--- config.mk ---
export PLATFORM = sky130hd
export DESIGN_NAME = mmh_sum_sequencer_flat
export DESIGN_NICKNAME = d
export VERILOG_FILES = /design/src/rtl/mmh_pkg.sv /design/src/rtl/mmh_sum_sequencer_if.sv /design/src/rtl/mmh_frame_packer.sv /design/src/rtl/mmh_sum_sequencer.sv /design/src/flat_wrapper.sv
export SDC_FILE = /design/constraint.sdc
export NUM_CORES = 1
export LEC_CHECK = 0
export ABC_AREA = 1
export CAP_MARGIN = 15
export CORE_UTILIZATION = 43
export DETAILED_ROUTE_END_ITERATION = 10
export PLACE_DENSITY = 0.81
export RECOVER_POWER = 100
export SETUP_SLACK_MARGIN = 0.2
export SYNTH_ARGS = -nofsm -noshare
export SYNTH_HDL_FRONTEND = slang
export SYNTH_HIERARCHICAL = 1
export SYNTH_SLANG_ARGS = --single-unit
--- constraint.sdc ---
create_clock -name clk -period 2.2 [get_ports clk]
set_input_delay 0.22 -clock clk [delete_from_list [all_inputs] [get_ports clk]]
set_output_delay 0.22 -clock clk [all_outputs]
set_load 0.05 [all_outputs]
--- src/rtl/mmh_pkg.sv ---
// Shared definitions for the MMH-MH summation datapath: sequencer state
// encoding, default datapath geometry and a counter width helper.
package mmh_pkg;

    // Default geometry shared with the multiplier and summation blocks
    localparam int DEF_GAMMA    = 13;
    localparam int DEF_K        = 16;
    localparam int DEF_N_BLOCKS = 8;
    localparam int DEF_TIMEOUT  = 15;

    typedef enum logic [2:0] {
        ST_IDLE,
        ST_FILL,
        ST_FIRE,
        ST_WAIT,
        ST_OUT
    } state_t;

    // Width needed to count 0..n-1, never less than one bit
    function automatic int cnt_width(input int n);
        return (n > 1) ? $clog2(n) : 1;
    endfunction

endpackage

--- src/rtl/mmh_sum_sequencer_if.sv ---
// Bus bundle between the sequencer and its environment: element stream from
// the multiplier, frame/result exchange with the summation unit, hash word
// stream to the consumer and block status.
interface mmh_sum_sequencer_if
    import mmh_pkg::*;
#(
    parameter int GAMMA = DEF_GAMMA,
    parameter int K     = DEF_K
);
    logic                 start;
    logic                 elem_valid;
    logic [GAMMA-1:0]     elem_data;
    logic                 elem_ready;
    logic                 sum_valid_in;
    logic [GAMMA*K-1:0]   sum_data;
    logic [GAMMA-1:0]     sum_result;
    logic                 sum_valid_out;
    logic                 hash_valid;
    logic [GAMMA-1:0]     hash_data;
    logic                 hash_last;
    logic                 hash_ready;
    logic                 busy;
    logic                 done;
    logic                 err;

    // Environment side: multiplier, summation unit and hash consumer
    modport master (
        output start, elem_valid, elem_data, sum_result, sum_valid_out, hash_ready,
        input  elem_ready, sum_valid_in, sum_data, hash_valid, hash_data, hash_last,
               busy, done, err
    );

    // Sequencer side
    modport slave (
        input  start, elem_valid, elem_data, sum_result, sum_valid_out, hash_ready,
        output elem_ready, sum_valid_in, sum_data, hash_valid, hash_data, hash_last,
               busy, done, err
    );

endinterface

--- src/rtl/mmh_frame_packer.sv ---
// Collects K elements into slot registers and presents them as one flat
// frame. full pulses together with the write into the last slot.
module mmh_frame_packer
    import mmh_pkg::*;
#(
    parameter int GAMMA = DEF_GAMMA,
    parameter int K     = DEF_K
) (
    input  logic               clk,
    input  logic               rst,
    input  logic               clr,
    input  logic               wr_en,
    input  logic [GAMMA-1:0]   wr_data,
    output logic [GAMMA*K-1:0] frame,
    output logic               full
);
    localparam int IDX_W = cnt_width(K);

    logic [GAMMA-1:0] slots [K];
    logic [IDX_W-1:0] elem_idx;
    logic             at_last;

    assign at_last = (elem_idx == IDX_W'(K - 1));
    assign full    = wr_en && at_last;

    // Write pointer: advances per accepted element, wraps only after slot K-1
    always_ff @(posedge clk) begin
        if (rst || clr) begin
            elem_idx <= '0;
        end else if (wr_en) begin
            elem_idx <= at_last ? '0 : elem_idx + 1'b1;
        end
    end

    // Slot storage: holds the frame steady until the next element overwrites it
    always_ff @(posedge clk) begin
        if (rst) begin
            for (int i = 0; i < K; i++) begin
                slots[i] <= '0;
            end
        end else if (wr_en) begin
            slots[elem_idx] <= wr_data;
        end
    end

    for (genvar g = 0; g < K; g++) begin : g_flat
        assign frame[GAMMA*g +: GAMMA] = slots[g];
    end

endmodule

--- src/rtl/mmh_sum_sequencer.sv ---
// Sequencer around the modular summation unit: packs K elements per frame,
// fires the summation, returns each sum as a hash word, N_BLOCKS words per
// key block. Optional feature macro: SUM_TIMEOUT_EN bounds the wait for the
// summation result to TIMEOUT cycles and raises the sticky err flag on expiry.
module mmh_sum_sequencer
    import mmh_pkg::*;
#(
    parameter int GAMMA    = DEF_GAMMA,
    parameter int K        = DEF_K,
    parameter int N_BLOCKS = DEF_N_BLOCKS,
    parameter int TIMEOUT  = DEF_TIMEOUT
) (
    input logic                clk,
    input logic                rst,
    mmh_sum_sequencer_if.slave bus
);
    localparam int BLK_W = cnt_width(N_BLOCKS);

    if (K < 2) begin : g_bad_k
        $error("mmh_sum_sequencer: K must be at least 2");
    end
    if (N_BLOCKS < 1) begin : g_bad_nblocks
        $error("mmh_sum_sequencer: N_BLOCKS must be at least 1");
    end
    if (TIMEOUT < 1) begin : g_bad_timeout
        $error("mmh_sum_sequencer: TIMEOUT must be at least 1");
    end

    state_t           state, state_nxt;
    logic [BLK_W-1:0] blk_idx;
    logic [GAMMA-1:0] hash_q;
    logic             done_q;
    logic             frame_full;
    logic             last_blk;
    logic             accept_start;
    logic             word_taken;
    logic             capture;
    logic             timeout_hit;
    logic             elem_ready_c, sum_valid_in_c, hash_valid_c, hash_last_c, busy_c;

    assign last_blk     = (blk_idx == BLK_W'(N_BLOCKS - 1));
    assign accept_start = (state == ST_IDLE) && bus.start;
    assign word_taken   = (state == ST_OUT) && bus.hash_ready;
    assign capture      = (state == ST_WAIT) && bus.sum_valid_out;

    mmh_frame_packer #(
        .GAMMA (GAMMA),
        .K     (K)
    ) u_packer (
        .clk     (clk),
        .rst     (rst),
        .clr     (accept_start),
        .wr_en   (elem_ready_c && bus.elem_valid),
        .wr_data (bus.elem_data),
        .frame   (bus.sum_data),
        .full    (frame_full)
    );

    // State register
    always_ff @(posedge clk) begin
        if (rst) begin
            state <= ST_IDLE;
        end else begin
            state <= state_nxt;
        end
    end

    // Next-state and per-state output decode
    always_comb begin
        state_nxt      = state;
        elem_ready_c   = 1'b0;
        sum_valid_in_c = 1'b0;
        hash_valid_c   = 1'b0;
        hash_last_c    = 1'b0;
        busy_c         = 1'b1;
        case (state)
            ST_IDLE: begin
                busy_c = 1'b0;
                if (bus.start) state_nxt = ST_FILL;
            end
            ST_FILL: begin
                elem_ready_c = 1'b1;
                if (frame_full) state_nxt = ST_FIRE;
            end
            ST_FIRE: begin
                sum_valid_in_c = 1'b1;
                state_nxt      = ST_WAIT;
            end
            ST_WAIT: begin
                if (bus.sum_valid_out) state_nxt = ST_OUT;
                else if (timeout_hit)  state_nxt = ST_IDLE;
            end
            ST_OUT: begin
                hash_valid_c = 1'b1;
                hash_last_c  = last_blk;
                if (bus.hash_ready) state_nxt = last_blk ? ST_IDLE : ST_FILL;
            end
            default: state_nxt = ST_IDLE;
        endcase
    end

    // Block counter: cleared by a new key block, advanced per accepted word
    always_ff @(posedge clk) begin
        if (rst || accept_start) begin
            blk_idx <= '0;
        end else if (word_taken && !last_blk) begin
            blk_idx <= blk_idx + 1'b1;
        end
    end

    // Hash word register and completion pulse
    always_ff @(posedge clk) begin
        if (rst) begin
            hash_q <= '0;
            done_q <= 1'b0;
        end else begin
            if (capture) hash_q <= bus.sum_result;
            done_q <= word_taken && last_blk;
        end
    end

`ifdef SUM_TIMEOUT_EN
    localparam int TO_W = cnt_width(TIMEOUT);

    logic [TO_W-1:0] wait_cnt;
    logic            err_q;

    assign timeout_hit = (state == ST_WAIT) && !bus.sum_valid_out &&
                         (wait_cnt == TO_W'(TIMEOUT - 1));

    // Counts WAIT cycles; restarts every time WAIT is left
    always_ff @(posedge clk) begin
        if (rst || state != ST_WAIT) begin
            wait_cnt <= '0;
        end else begin
            wait_cnt <= wait_cnt + 1'b1;
        end
    end

    // Sticky error: set on expiry, cleared only by the next accepted start
    always_ff @(posedge clk) begin
        if (rst || accept_start) begin
            err_q <= 1'b0;
        end else if (timeout_hit) begin
            err_q <= 1'b1;
        end
    end

    assign bus.err = err_q;
`else
    assign timeout_hit = 1'b0;
    assign bus.err     = 1'b0;
`endif

    assign bus.elem_ready   = elem_ready_c;
    assign bus.sum_valid_in = sum_valid_in_c;
    assign bus.hash_valid   = hash_valid_c;
    assign bus.hash_last    = hash_last_c;
    assign bus.hash_data    = hash_q;
    assign bus.busy         = busy_c;
    assign bus.done         = done_q;

endmodule

--- src/flat_wrapper.sv ---
// flat-port wrapper written by rule: the top's interface ports become plain ports
module mmh_sum_sequencer_flat import mmh_pkg::*;
#(
    parameter int GAMMA    = DEF_GAMMA,
    parameter int K        = DEF_K,
    parameter int N_BLOCKS = DEF_N_BLOCKS,
    parameter int TIMEOUT  = DEF_TIMEOUT
)
  (clk, rst, bus_start, bus_elem_valid, bus_elem_data, bus_sum_result, bus_sum_valid_out, bus_hash_ready, bus_elem_ready, bus_sum_valid_in, bus_sum_data, bus_hash_valid, bus_hash_data, bus_hash_last, bus_busy, bus_done, bus_err);
  mmh_sum_sequencer_if #(.GAMMA(GAMMA), .K(K)) bus_i ();
  input logic clk;
  input logic rst;
  input wire logic [$bits(bus_i.start)-1:0] bus_start;
  input wire logic [$bits(bus_i.elem_valid)-1:0] bus_elem_valid;
  input wire logic [$bits(bus_i.elem_data)-1:0] bus_elem_data;
  input wire logic [$bits(bus_i.sum_result)-1:0] bus_sum_result;
  input wire logic [$bits(bus_i.sum_valid_out)-1:0] bus_sum_valid_out;
  input wire logic [$bits(bus_i.hash_ready)-1:0] bus_hash_ready;
  output wire logic [$bits(bus_i.elem_ready)-1:0] bus_elem_ready;
  output wire logic [$bits(bus_i.sum_valid_in)-1:0] bus_sum_valid_in;
  output wire logic [$bits(bus_i.sum_data)-1:0] bus_sum_data;
  output wire logic [$bits(bus_i.hash_valid)-1:0] bus_hash_valid;
  output wire logic [$bits(bus_i.hash_data)-1:0] bus_hash_data;
  output wire logic [$bits(bus_i.hash_last)-1:0] bus_hash_last;
  output wire logic [$bits(bus_i.busy)-1:0] bus_busy;
  output wire logic [$bits(bus_i.done)-1:0] bus_done;
  output wire logic [$bits(bus_i.err)-1:0] bus_err;
  assign bus_i.start = bus_start;
  assign bus_i.elem_valid = bus_elem_valid;
  assign bus_i.elem_data = bus_elem_data;
  assign bus_i.sum_result = bus_sum_result;
  assign bus_i.sum_valid_out = bus_sum_valid_out;
  assign bus_i.hash_ready = bus_hash_ready;
  assign bus_elem_ready = bus_i.elem_ready;
  assign bus_sum_valid_in = bus_i.sum_valid_in;
  assign bus_sum_data = bus_i.sum_data;
  assign bus_hash_valid = bus_i.hash_valid;
  assign bus_hash_data = bus_i.hash_data;
  assign bus_hash_last = bus_i.hash_last;
  assign bus_busy = bus_i.busy;
  assign bus_done = bus_i.done;
  assign bus_err = bus_i.err;
  mmh_sum_sequencer #(.GAMMA(GAMMA), .K(K), .N_BLOCKS(N_BLOCKS), .TIMEOUT(TIMEOUT)) u_core (.clk(clk), .rst(rst), .bus(bus_i));
endmodule
==> results, run 1 <==
- STA puts the critical path data required time at 1.98 ns.
- The max-slew violation count was 0.
- The via count normalized by instance count is 4.993.
- The adder-cell area share of the yosys netlist is 0.8574%.
- The depth of the worst register-to-register path is 8.
- Between clock sinks in the finished design, the worst skew comes to 0.01787 ns.
- Sequential elements use 76.82% of the synthesized area.
- Yosys printed 6 warnings.
- Dividing the detail-routed wire length by the instance count gives 19.32 µm.
- The fmax is 494.1 MHz.
- The combined buffer and inverter count along the critical path is 1.
- The half-perimeter wire length after detailed placement is 16170 µm.
- The most common cell after layout, fill and taps aside is sky130_fd_sc_hd__dlygate4sd3_1.
- The top cell types in the final layout, fill and taps aside, are 221 x sky130_fd_sc_hd__dlygate4sd3_1, 214 x sky130_fd_sc_hd__nor2_1, 208 x sky130_fd_sc_hd__edfxtp_1.
- The detail route stage leaves a number of antenna-violating nets equal to 0.
- The slowest stage of the critical path is the sky130_fd_sc_hd__dlygate4sd3_1 cell.
- After synthesis, the share of cell area in mux cells is 0%.
- After Yosys synthesis, XOR and XNOR cells account for 0.1000% of the synthesized area.
- Sequential cells account for 48.3% of the total power.
- The detailed-route via count is 6117.
- The number of placement rows is 51.
- Once the clock tree was built, the setup fixing pass inserted 0 buffers.
- The final layout contains routed wiring with a total length of 23670 µm.
- The kind of cell adding the most delay to the critical path is buffers and inverters.
- The die is 144.7 µm tall.
- The region available for standard cell placement spans 0.01972 mm².
- The main combinational cell family by area after synthesis is simple AND/OR/NAND/NOR gates.
- The number of CTS-inserted buffers is 24.
- In the routed design, unresolved DRC markers number 0.
- The cell chosen for the clock root is sky130_fd_sc_hd__clkbuf_16.
- The largest net degree at the start of global routing is 20.
- Dividing the synthesized area by the synthesized cell count gives 13.33 µm².
- The flip-flop and latch count after synthesis is 232.
- The first-pass iteration count of the detailed router is 5.
- In this run the worst hold path is classified as input port to flop.
- The gate count after technology mapping is 657.
- Of the total synthesized cell area, the portion taken by AND, OR, NAND and NOR gates is 15.58%.
- The remaining global-route overflow is 0.
- In the final layout, the share of cells above drive strength 1 is 9.896%.
- For the worst-skew pair, the clock arrives at the later sink with an insertion delay of 0.52 ns.
- The headroom to the max-slew limit is 57.15%.
- In the final design database the tool counted 981 nets.
- The hold path startpoint is bus_sum_result[1].
- The final design instance area without fill is 0.01239 mm².
- The worst hold slack is 0.2994 ns.
- The worst path setup slack after routing is 0.1762 ns.
- The clock drives 232 sinks.
- The die is 144.7 µm wide.
- Setup total negative slack on the finished layout was measured at 0 ns.
- Across the VDD grid, the largest voltage drop is 0.5686 mV.
- The number of port buffers is 258.
- The critical register-to-register path startpoint is u_core/state[0].
- For the finished layout, the period the worst path requires is 2.024 ns.
- The slew at the pin closest to its max-slew limit is 0.6455 ns.
- At the end of the flow the core is filled with cells to 62.81%.
- The number of hold violations in the final report is 0.
- The number of buffers inserted by hold repair at cts is 0.
- The startpoint type of the worst setup path is a flop.
- In the global route stage, overall resource usage came out at 22.61%.
- The via count of the first global-routing pass is 6000.
- Along the worst path, the maximum fanout reaches 1.
- Per report_power, the combinational group accounts for 13.5% of the total.
- The starting DRC count in detailed routing is 447.
- The critical path is of the flop to output port type.
- The distinct cell type count after synthesis is 29.
- The areal power density over the cells is 841.4 mW/mm².
- For this configuration, the core starts out at a cell density of 44.41%.
- The number of fillers in the final layout is 1454.
- The count of max-cap constraint violations is 0.
- Data arrives at the worst endpoint at 1.80 ns.
- Once placement finished, the instance area stood at 0.01174 mm².
- The number of antenna violations at the first check in global routing is 0.
- Counting along the longest clock path gives a buffer depth of 3.
- STA classifies the critical path endpoint as an output port.
- The internal portion of the total power is 7.670 mW.
- Setup repair after global routing left no endpoint under its margin.
- The hold-critical path endpoint is u_core/bus.hash_data[1].
- The number of levels the H-tree was split into is 1.
- Setup violations remaining at the end of the flow were counted as 0.
- Walking the worst path, the cells encountered are dlygate4sd3_1.
- The ratio of final minimum period to clock period is 91.99%.
- The overall die area is 0.02094 mm².
- The synthesized-area fraction occupied by ao, oa, aoi and oai cells is 1.772%.
- The number of nets produced by synthesis is 695.
- TritonCTS built the clock tree.
- On the worst path, the slowest cell contributes a delay of 0.93 ns.
- The worst hold path passes through 3 cells.
- In this run the critical register-to-register path is captured at u_core/u_packer/slots[10][7].
- The summed instance area of the synthesized netlist is 0.008756 mm².
- The congestion estimate from routability-driven global placement came to 0.7851.
- Net switching is 26.40% of the power.
- 260 I/O pins were placed.
- For this design the static power due to leakage is 5.087 nW.
- The first-pass GRT wire length is 34030 µm.
- The clock-pin transition on the worst setup and hold timing paths is 0.06 ns.
- The run finished with clean final reports.
- The part of the total power dissipated in the clock network is 38.2%.
- In this run the register-to-register setup slack is 0.30 ns.
- The switching power is 2.751 mW.
- The repair_antennas step left the layout with diodes totalling 0.
- The setup slack after placement is 0.1693 ns.
- The layout overhead on the synthesized area is 41.45%.
## through the flow
| stage | total power, mW | instances |
|---|---|---|
| 2_1_floorplan | 6.038 | 657 |
| 3_3_place_gp | 6.593 | 1182 |
| 3_5_place_dp | 6.609 | 1182 |
| 4_1_cts | 10.54 | 1225 |
| 5_1_grt | 10.73 | 1225 |
| 6_report | 10.42 | 1225 |
## Yosys cell counts (all sizes together)
library cell | count | area share (%)
nor2 | 229 | 11
edfxtp | 208 | 71
nand2 | 62 | 3.6
inv | 39 | 1.7
dfxtp | 24 | 5.5
buf | 21 | 2.4
a21oi | 20 | 1.2
nand3 | 17 | 1.0
clkbuf | 15 | 0.76
o21ai | 9 | 0.51
ha | 6 | 0.86
nor3 | 2 | 0.11
conb | 1 | 0.043
nor4 | 1 | 0.071
o22ai | 1 | 0.071
or2 | 1 | 0.071
xnor2 | 1 | 0.10
## worst max-delay path by stage
stage | startpoint | to | depth (start not counted)
final | u_core/u_packer/slots[4][0] | bus_sum_data[52] | 1
after global routing | u_core/state[0] | u_core/u_packer/slots[10][0] | 8
after CTS | u_core/state[0] | bus_elem_ready | 5
after detailed placement | bus_elem_valid | u_core/u_packer/slots[10][10] | 7
after global placement | bus_elem_valid | u_core/u_packer/slots[10][2] | 7
after floorplan | u_core/state[0] | u_core/u_packer/slots[1][0] | 9
## final cells by class
| type | count | area [µm²] | area share [%] |
|---|---|---|---|
| clock buffer | 28 | 615.6 | 4.970 |
| inverter | 39 | 146.4 | 1.182 |
| sequential | 232 | 6726 | 54.31 |
| tap | 265 | 331.6 | 2.677 |
| multi-input combinational | 350 | 1569 | 12.67 |
| timing repair buffer | 296 | 2841 | 22.94 |
| clock inverter | 15 | 155.1 | 1.253 |
## timing repair
item,4_1_cts,5_1_grt
endpoints found under the setup margin,5,206
endpoints found under the hold margin,0,0
pin swaps,0,1
gates resized for setup,6,13
## power groups by stage
stage / Combinational (mW) / Clock, mW / Sequential [mW]
4_1_cts: 1.46 / 4.03 / 5.05
5_1_grt: 1.47 / 4.20 / 5.05
6_report: 1.40 / 3.98 / 5.04
3_3_place_gp: 1.45 / 0 / 5.14
3_5_place_dp: 1.47 / 0 / 5.14
2_1_floorplan: 0.362 / 0 / 5.68
## layer usage
layer | wire length, µm | up-vias | GRT usage (%) | share of wire [%]
met5 | 0 | - | 0 | 0
met4 | 736 | 0 | 7.812 | 3.1
met3 | 2303 | 55 | 5.265 | 9.7
met2 | 11470 | 372 | 38.39 | 48
met1 | 9160 | 2928 | 28.43 | 39
li1 | - | 2762 | - | -
## cells by family (layout without fill, tap and decap cells)
family                     Yosys count  count (layout)
DFF                                232             232
xor gates and xnor gates             1               1
AOI/OAI and AO/OA                   30              30
buffers and inverters               75             378
other                                1               1
and+or+nand+nor                    312             312
adders and majority gates            6               6
## sequential cells by signal (all words and copies together) (netlist names)
name / cells
u_core/u_packer/slots: 208
u_core/state: 3
u_core/u_packer/elem_idx: 4
u_core/bus.done: 1
u_core/bus.hash_data: 13
u_core/blk_idx: 3
## worst reg2reg max path: cells and delay by family, from the launching register on
| family | cells | cell delay (ns) |
|---|---|---|
| simple gates | 7 | 1.09 |
| flops | 1 | 0.39 |
| buf+inv | 1 | 0.08 |
No activity file was read; power rests on OpenSTA's default activity.
==> run 2, diff against run 1 <==
- PLACE_DENSITY: 0.81 -> 0.88
- RECOVER_POWER: 100 -> 25
==> run 2 against run 1 <==
  * Clock power is 5.3% higher
  * Utilization is 0.39 points higher
  * Clock skew is 0.00056 ns lower
==> results, run 2 (synthesis results as in run 1) <==
- The CTS tree is yes.
- The antenna cell count is 0.
- The number of port buffers is 258.
- After routing the design area is 0.01246 mm².
- The startpoint identified for the worst register-to-register timing path is u_core/state[0].
- The width of the chip is 144.7 µm.
- The worst path arrival time is 1.72 ns.
- The floorplan step defined a core boundary enclosing 0.01972 mm².
- The slew at the pin closest to its max-slew limit is 0.6257 ns.
- The placed cell area is 0.01174 mm².
- The critical path capture point type is an output port.
- The largest net degree at the start of global routing is 20.
- The insertion delay of the later-clocked pin in the worst-skew pair is 0.51 ns.
- Along the worst hold path, the cell count comes to 3.
- The design draws 10.69 mW.
- The first-pass GRT wire length is 34510 µm.
- In this run the register-to-register setup slack is 0.27 ns.
- After routing, the total negative slack on setup checks comes to 0 ns.
- The register ranked first by flip-flop count is u_core/u_packer/slots.
- The hold path startpoint is bus_sum_result[10].
- The number of antenna violations at the first check in global routing is 0.
- The clock period could shrink to 1.941 ns.
- The setup slack after placement is 0.1599 ns.
- Once the floorplan was initialized, standard cells occupied 44.41% of the core.
- The number of placed instances, taps included, is 1183.
- Setup repair after global routing left no endpoint under its margin.
- The top cell types in the final layout, fill and taps aside, are 253 x sky130_fd_sc_hd__clkdlybuf4s50_1, 215 x sky130_fd_sc_hd__nor2_1, 208 x sky130_fd_sc_hd__edfxtp_1.
- The remaining global-route overflow is 0.
- The worst register-to-register path has a depth of 9.
- After clock tree synthesis, the setup repair step added 0 buffers.
- The startpoint type of the worst setup path is a flop.
- The global placement routability congestion is 0.7863.
- The number of hold buffers added after CTS was 0.
- The flip-flop count of the largest register, all copies and words added is 208.
- After floorplanning, the core was divided into 51 placement rows.
- Dividing the detail-routed via count by the number of cells gives 5.019.
- The kind of critical path is flop to output port.
- Cells with a size suffix above 1 make up 10.93% of the layout.
- The first-pass iteration count of the detailed router is 5.
- In this run the count of I/O pins placed on the die edge is 260.
- Summed over all nets, the half-perimeter wirelength after detailed placement is 16240 µm.
- The number of levels the H-tree was split into is 1.
- The share of the core filled with cells is 63.20%.
- The die covers 0.02094 mm².
- The flow ran to the end, and the final reports show no timing, DRC or antenna violations.
- The capture point of the worst reg-to-reg path is u_core/u_packer/slots[9][6].
- The floorplan die height is 144.7 µm.
- VDD sags by at most 0.3801 mV.
- CTS placed an instance of sky130_fd_sc_hd__clkbuf_16 at the clock tree root.
- Counting every sink on the clock net gives 232.
- The fmax is 515.3 MHz.
- The detail route stage leaves a number of antenna-violating nets equal to 0.
- The area growth from synthesis to layout is 42.33%.
- The count of max-cap constraint violations is 0.
- The worst path setup slack after routing is 0.2593 ns.
- The biggest fanout along the worst timing path is 5.
- The clock-pin transition on the worst setup and hold timing paths is 0.06 ns.
- Setup violations remaining at the end of the flow were counted as 0.
- Hold is met by 0.3002 ns.
- The required time of the critical path is 1.98 ns.
- The most common cell after layout, fill and taps aside is sky130_fd_sc_hd__clkdlybuf4s50_1.
- For this design the static power due to leakage is 4.790 nW.
- The net count of the finished layout is 982.
- The filler-free cell count of the finished design is 1226.
- The areal power density over the cells is 857.8 mW/mm².
- The max-slew violation count is 0.
- The detailed-route via count is 6153.
- The via count of the first global-routing pass is 5960.
- The number of CTS-inserted buffers is 24.
- In the finished design, the share of the clock period the worst path needs comes to 88.21%.
- The class of the tightest hold or removal check is input port to flop.
- Global routing used 22.75% of the available tracks across all layers.
- The per-cell routed wire length is 19.69 µm.
- The remaining routing DRC violations is 0.
- In this run the deepest clock path goes through 3 buffers.
- The hold-critical path endpoint is u_core/bus.hash_data[10].
- On the final layout, the worst clock skew is 0.01731 ns.
- Measured against its own limit, the worst slew margin works out to 58.47%.
- The detailed router finished its first iteration with 596 violations.
- The number of hold violations in the final report is 0.
- The wire length after detailed routing is 24140 µm.
==> run 2: changes by cell type in the layout (fill, tap and decap cells not counted), sizes merged <==
cell | before | now
clkbuf | 48 | 46
inv | 39 | 40
clkdlybuf4s25 | 1 | 0
bufinv | 3 | 4
clkdlybuf4s15 | 0 | 1
dlygate4sd3 | 221 | 0
dlygate4sd2 | 2 | 1
clkdlybuf4s50 | 31 | 253
buf | 21 | 25
clkinv | 12 | 9
==> run 2: worst max path at each step <==
stage,startpoint,to,slack (ns)
2_1_floorplan,u_core/state[0],u_core/u_packer/slots[1][0],0.13
3_5_place_dp,bus_elem_valid,u_core/u_packer/slots[0][9],0.16
4_1_cts,u_core/state[0],bus_elem_ready,0.12
5_1_grt,u_core/state[0],u_core/u_packer/slots[8][0],0.11
3_3_place_gp,bus_elem_valid,u_core/u_packer/slots[6][6],0.21
6_report,u_core/state[2],bus_sum_valid_in,0.26
==> run 2: area by class of cell <==
| type | instances | area (µm²) |
|---|---|---|
| fillers | 1449 | 7256 |
| clock buffers | 29 | 640.6 |
| well taps | 265 | 331.6 |
| inverters | 39 | 146.4 |
| multi-input cells | 350 | 1599 |
| repair buffers | 297 | 2845 |
| clock inverters | 14 | 172.7 |
| flip-flops and latches | 232 | 6726 |
==> run 2: power by group <==
group	internal [mW]	total, mW	switching [mW]
clock network	2.54	4.19	1.65
logic	0.412	1.46	1.05
registers	4.96	5.04	0.0795
total	7.91	10.7	2.78
==> run 2: repair_timing <==
item / in CTS / in global routing
gates cloned: 0 / 0
resized for setup: 4 / 11
pin swaps: 0 / 1
setup endpoints to repair: 16 / 236
==> run 2: metal layers <==
| layer | global-route usage [%] | part of all wire (%) |
|---|---|---|
| met3 | 4.409 | 9.3 |
| met5 | 0 | 0 |
| met1 | 29.60 | 39 |
| met4 | 7.147 | 2.1 |
| met2 | 38.46 | 50 |
==> run 2: critical path, stage by stage (launching register included) <==
cell	delay (ns)
sky130_fd_sc_hd__dfxtp_1	0.31
sky130_fd_sc_hd__buf_4	0.15
sky130_fd_sc_hd__nor3_1	0.25
sky130_fd_sc_hd__clkbuf_1	0.52
==> run 3, diff against run 2 <==
- CORE_ASPECT_RATIO: unset -> 0.6
==> run 3 against run 2 <==
  * Utilization is 1.3 points lower
  * Clock skew is 0.0064 ns lower
  * Combinational power hardly changed
  * Hold slack better by 0.0060 ns
  * Total power is 5.7% lower
  * Wire length is 1.5% higher
  * Cell count is 0.33% higher
  * Critical path depth is 2 lower
==> results, run 3 (synthesis results as in run 1) <==
- The number of hold violations in the final report was 0.
- In this run the worst setup path begins at u_core/u_packer/slots[4][1].
- The combined buffer and inverter count along the critical path is 1.
- The capture point of the worst reg-to-reg path is u_core/u_packer/slots[0][1].
- Cells fill 61.92% of the core in the end.
- Across the run, the number of max-cap violations was 0.
- The floorplan die height is 112.5 µm.
- The CTS tree is yes.
- The via count of the first global-routing pass is 6043.
- The insertion delay of the later-clocked pin in the worst-skew pair is 0.50 ns.
- The ratio of final minimum period to clock period is 88.36%.
- After routing, the total negative slack on setup checks comes to 0 ns.
- The clock arrives with 0.01096 ns of skew.
- The hold path startpoint is bus_sum_result[11].
- The total leakage power is 4.767 nW.
- Data on the critical path is required at its endpoint by 1.98 ns.
- The peak supply drop is 0.4789 mV.
- CTS built an H-tree with a depth of 1.
- In this design, the stage delay of the slowest critical-path cell is 0.82 ns.
- The initial standard-cell utilization of the core is 43.85%.
- Across all hold checks on the routed design, the worst slack comes to 0.3062 ns.
- The number of antenna violations at the first check in global routing is 0.
- The final layout contains 980 nets.
- The critical register-to-register path startpoint is u_core/state[0].
- The library cells used most frequently in the layout, excluding fill and tap cells, are 245 x sky130_fd_sc_hd__clkdlybuf4s50_1, 215 x sky130_fd_sc_hd__nor2_1, 208 x sky130_fd_sc_hd__edfxtp_1.
- The first global-routing pass estimated 35790 µm of wire.
- The tightest min-delay check is of the input port to flop type.
- The number of CTS-inserted buffers is 21.
- For the worst setup path, the data arrival time is 1.72 ns.
- Among all stages on the critical path, the largest delay is contributed by sky130_fd_sc_hd__clkdlybuf4s50_1.
- The filler cells instantiated in the layout total 1524.
- Across every metal layer, demand over resource in global routing totals 23.37%.
- The number of antenna diodes in the final layout is 0.
- The clock-pin transition on the worst setup and hold timing paths is 0.07 ns.
- Port buffering added 258 buffers.
- The layout overhead on the synthesized area is 41.23%.
- Setup repair after global routing left no endpoint under its margin.
- For this design, the sink count on the clock tree is 232.
- The count of nets left with antenna violations once routing finished came out at 0.
- The flip-flop count of the largest register, all copies and words added is 208.
- Setup violations remaining at the end of the flow were counted as 0.
- In the final routed layout, each cell accounts on average for 19.91 µm.
- The most common cell after layout, fill and taps aside is sky130_fd_sc_hd__clkdlybuf4s50_1.
- The starting DRC count in detailed routing is 485.
- Global routing finished with a remaining overflow of 0.
- After legalization and detailed placement, the total HPWL measured 16500 µm.
- The remaining routing DRC violations is 0.
- Derived from the worst setup path, the maximum achievable clock frequency is 514.4 MHz.
- The areal power density over the cells is 815.3 mW/mm².
- The I/O pin total is 260.
- The floorplan has 40 rows.
- The max-slew violation count is 0.
- Ranked by flip-flop count, first place goes to u_core/u_packer/slots.
- The number of buffers inserted by hold repair at cts is 0.
- Traced cell by cell, the critical path runs through clkdlybuf4s50_1.
- Counting instances, the worst hold path has a depth of 3.
- The headroom to the max-slew limit is 57.39%.
- The core region is 0.01997 mm².
- The depth of the worst register-to-register path is 9.
- The first detailed-routing pass ran for 10 iterations.
- The path with the worst hold slack has its endpoint at u_core/bus.hash_data[11].
- The kind of cell adding the most delay to the critical path is buffers and inverters.
- The width of the chip is 186.2 µm.
- The worst setup slack for register-to-register paths is 0.27 ns.
- Entering global routing, the biggest net connects 20 pins.
- The detailed-route via count is 6121.
- The run finished with clean final reports.
- The biggest fanout along the worst timing path is 1.
- The global placement routability congestion is 0.8194.
- The share of final-layout standard cells stronger than drive strength 1 is 11.70%.
- The critical path capture point type is an output port.
- For the finished layout, the period the worst path requires is 1.944 ns.
- The worst setup path is launched from a flop.
- The logic depth of the worst setup path including buffers is 1.
- The slew at the pin closest to its max-slew limit is 0.6419 ns.
- The critical path is of the flop to output port type.
- The clock tree buffer depth is 3.
- The number of setup buffers added after CTS is 0.
- The wire length after detailed routing is 24490 µm.
- Using the TritonRoute via totals, the vias-per-cell ratio works out to 4.976.
- The cell chosen for the clock root is sky130_fd_sc_hd__clkbuf_16.
- The overall die area is 0.02096 mm².
-- run 3: changes by cell type in the layout (fill, tap and decap cells not counted), moves of 3 or more --
cell	before	now
sky130_fd_sc_hd__bufinv_16	4	1
sky130_fd_sc_hd__clkbuf_1	10	5
sky130_fd_sc_hd__clkbuf_16	25	21
sky130_fd_sc_hd__clkbuf_2	11	14
sky130_fd_sc_hd__clkdlybuf4s50_1	253	245
sky130_fd_sc_hd__clkinv_2	4	7
sky130_fd_sc_hd__dlygate4sd3_1	0	7
sky130_fd_sc_hd__nand2_4	8	11
-- run 3: worst max path at each step --
stage	end	slack (ns)
after global routing	u_core/u_packer/slots[0][1]	0.11
after floorplan	u_core/u_packer/slots[1][0]	0.13
final	bus_sum_data[53]	0.26
after global placement	u_core/u_packer/slots[0][11]	0.11
after CTS	bus_elem_ready	0.15
after detailed placement	u_core/u_packer/slots[9][7]	0.07
-- run 3: stage by stage --
step | cells | total power, mW | area (µm²) | worst slack (ns)
2_1_floorplan | 657 | 6.038 | 8786 | 0.1268
3_3_place_gp | 1192 | 6.592 | 11780 | 0.1115
3_5_place_dp | 1192 | 6.612 | 11780 | 0.06750
4_1_cts | 1230 | 10.16 | 12450 | 0.1492
5_1_grt | 1230 | 10.42 | 12370 | 0.1076
6_report | 1230 | 10.08 | 12370 | 0.2562
-- run 3: timing repair --
item / CTS / global route
pin swaps: 0 / 1
endpoints found under the setup margin: 30 / 264
gates resized for setup: 7 / 16
-- run 3: cell type report --
class	instances	area, µm²	area share [%]
flip-flops and latches	232	6726	54.40
repair buffers	298	2865	23.17
multi-input cells	350	1619	13.09
clock buffers	23	553.0	4.472
well taps	273	341.6	2.762
inverters	39	146.4	1.184
clock inverters	15	113.9	0.9208
-- run 3: power breakdown --
group	internal [mW]	switching (mW)	total (mW)
registers	4.96	0.0833	5.04
logic	0.414	1.05	1.47
clock network	1.95	1.62	3.58
total	7.32	2.76	10.1
-- run 3: per-layer routing --
metal,global-route usage (%),up-vias,wire [µm]
met5,0,-,0
met4,5.410,0,495
met3,5.483,43,2184
met2,36.99,331,11210
met1,32.75,2988,10600
li1,-,2759,-
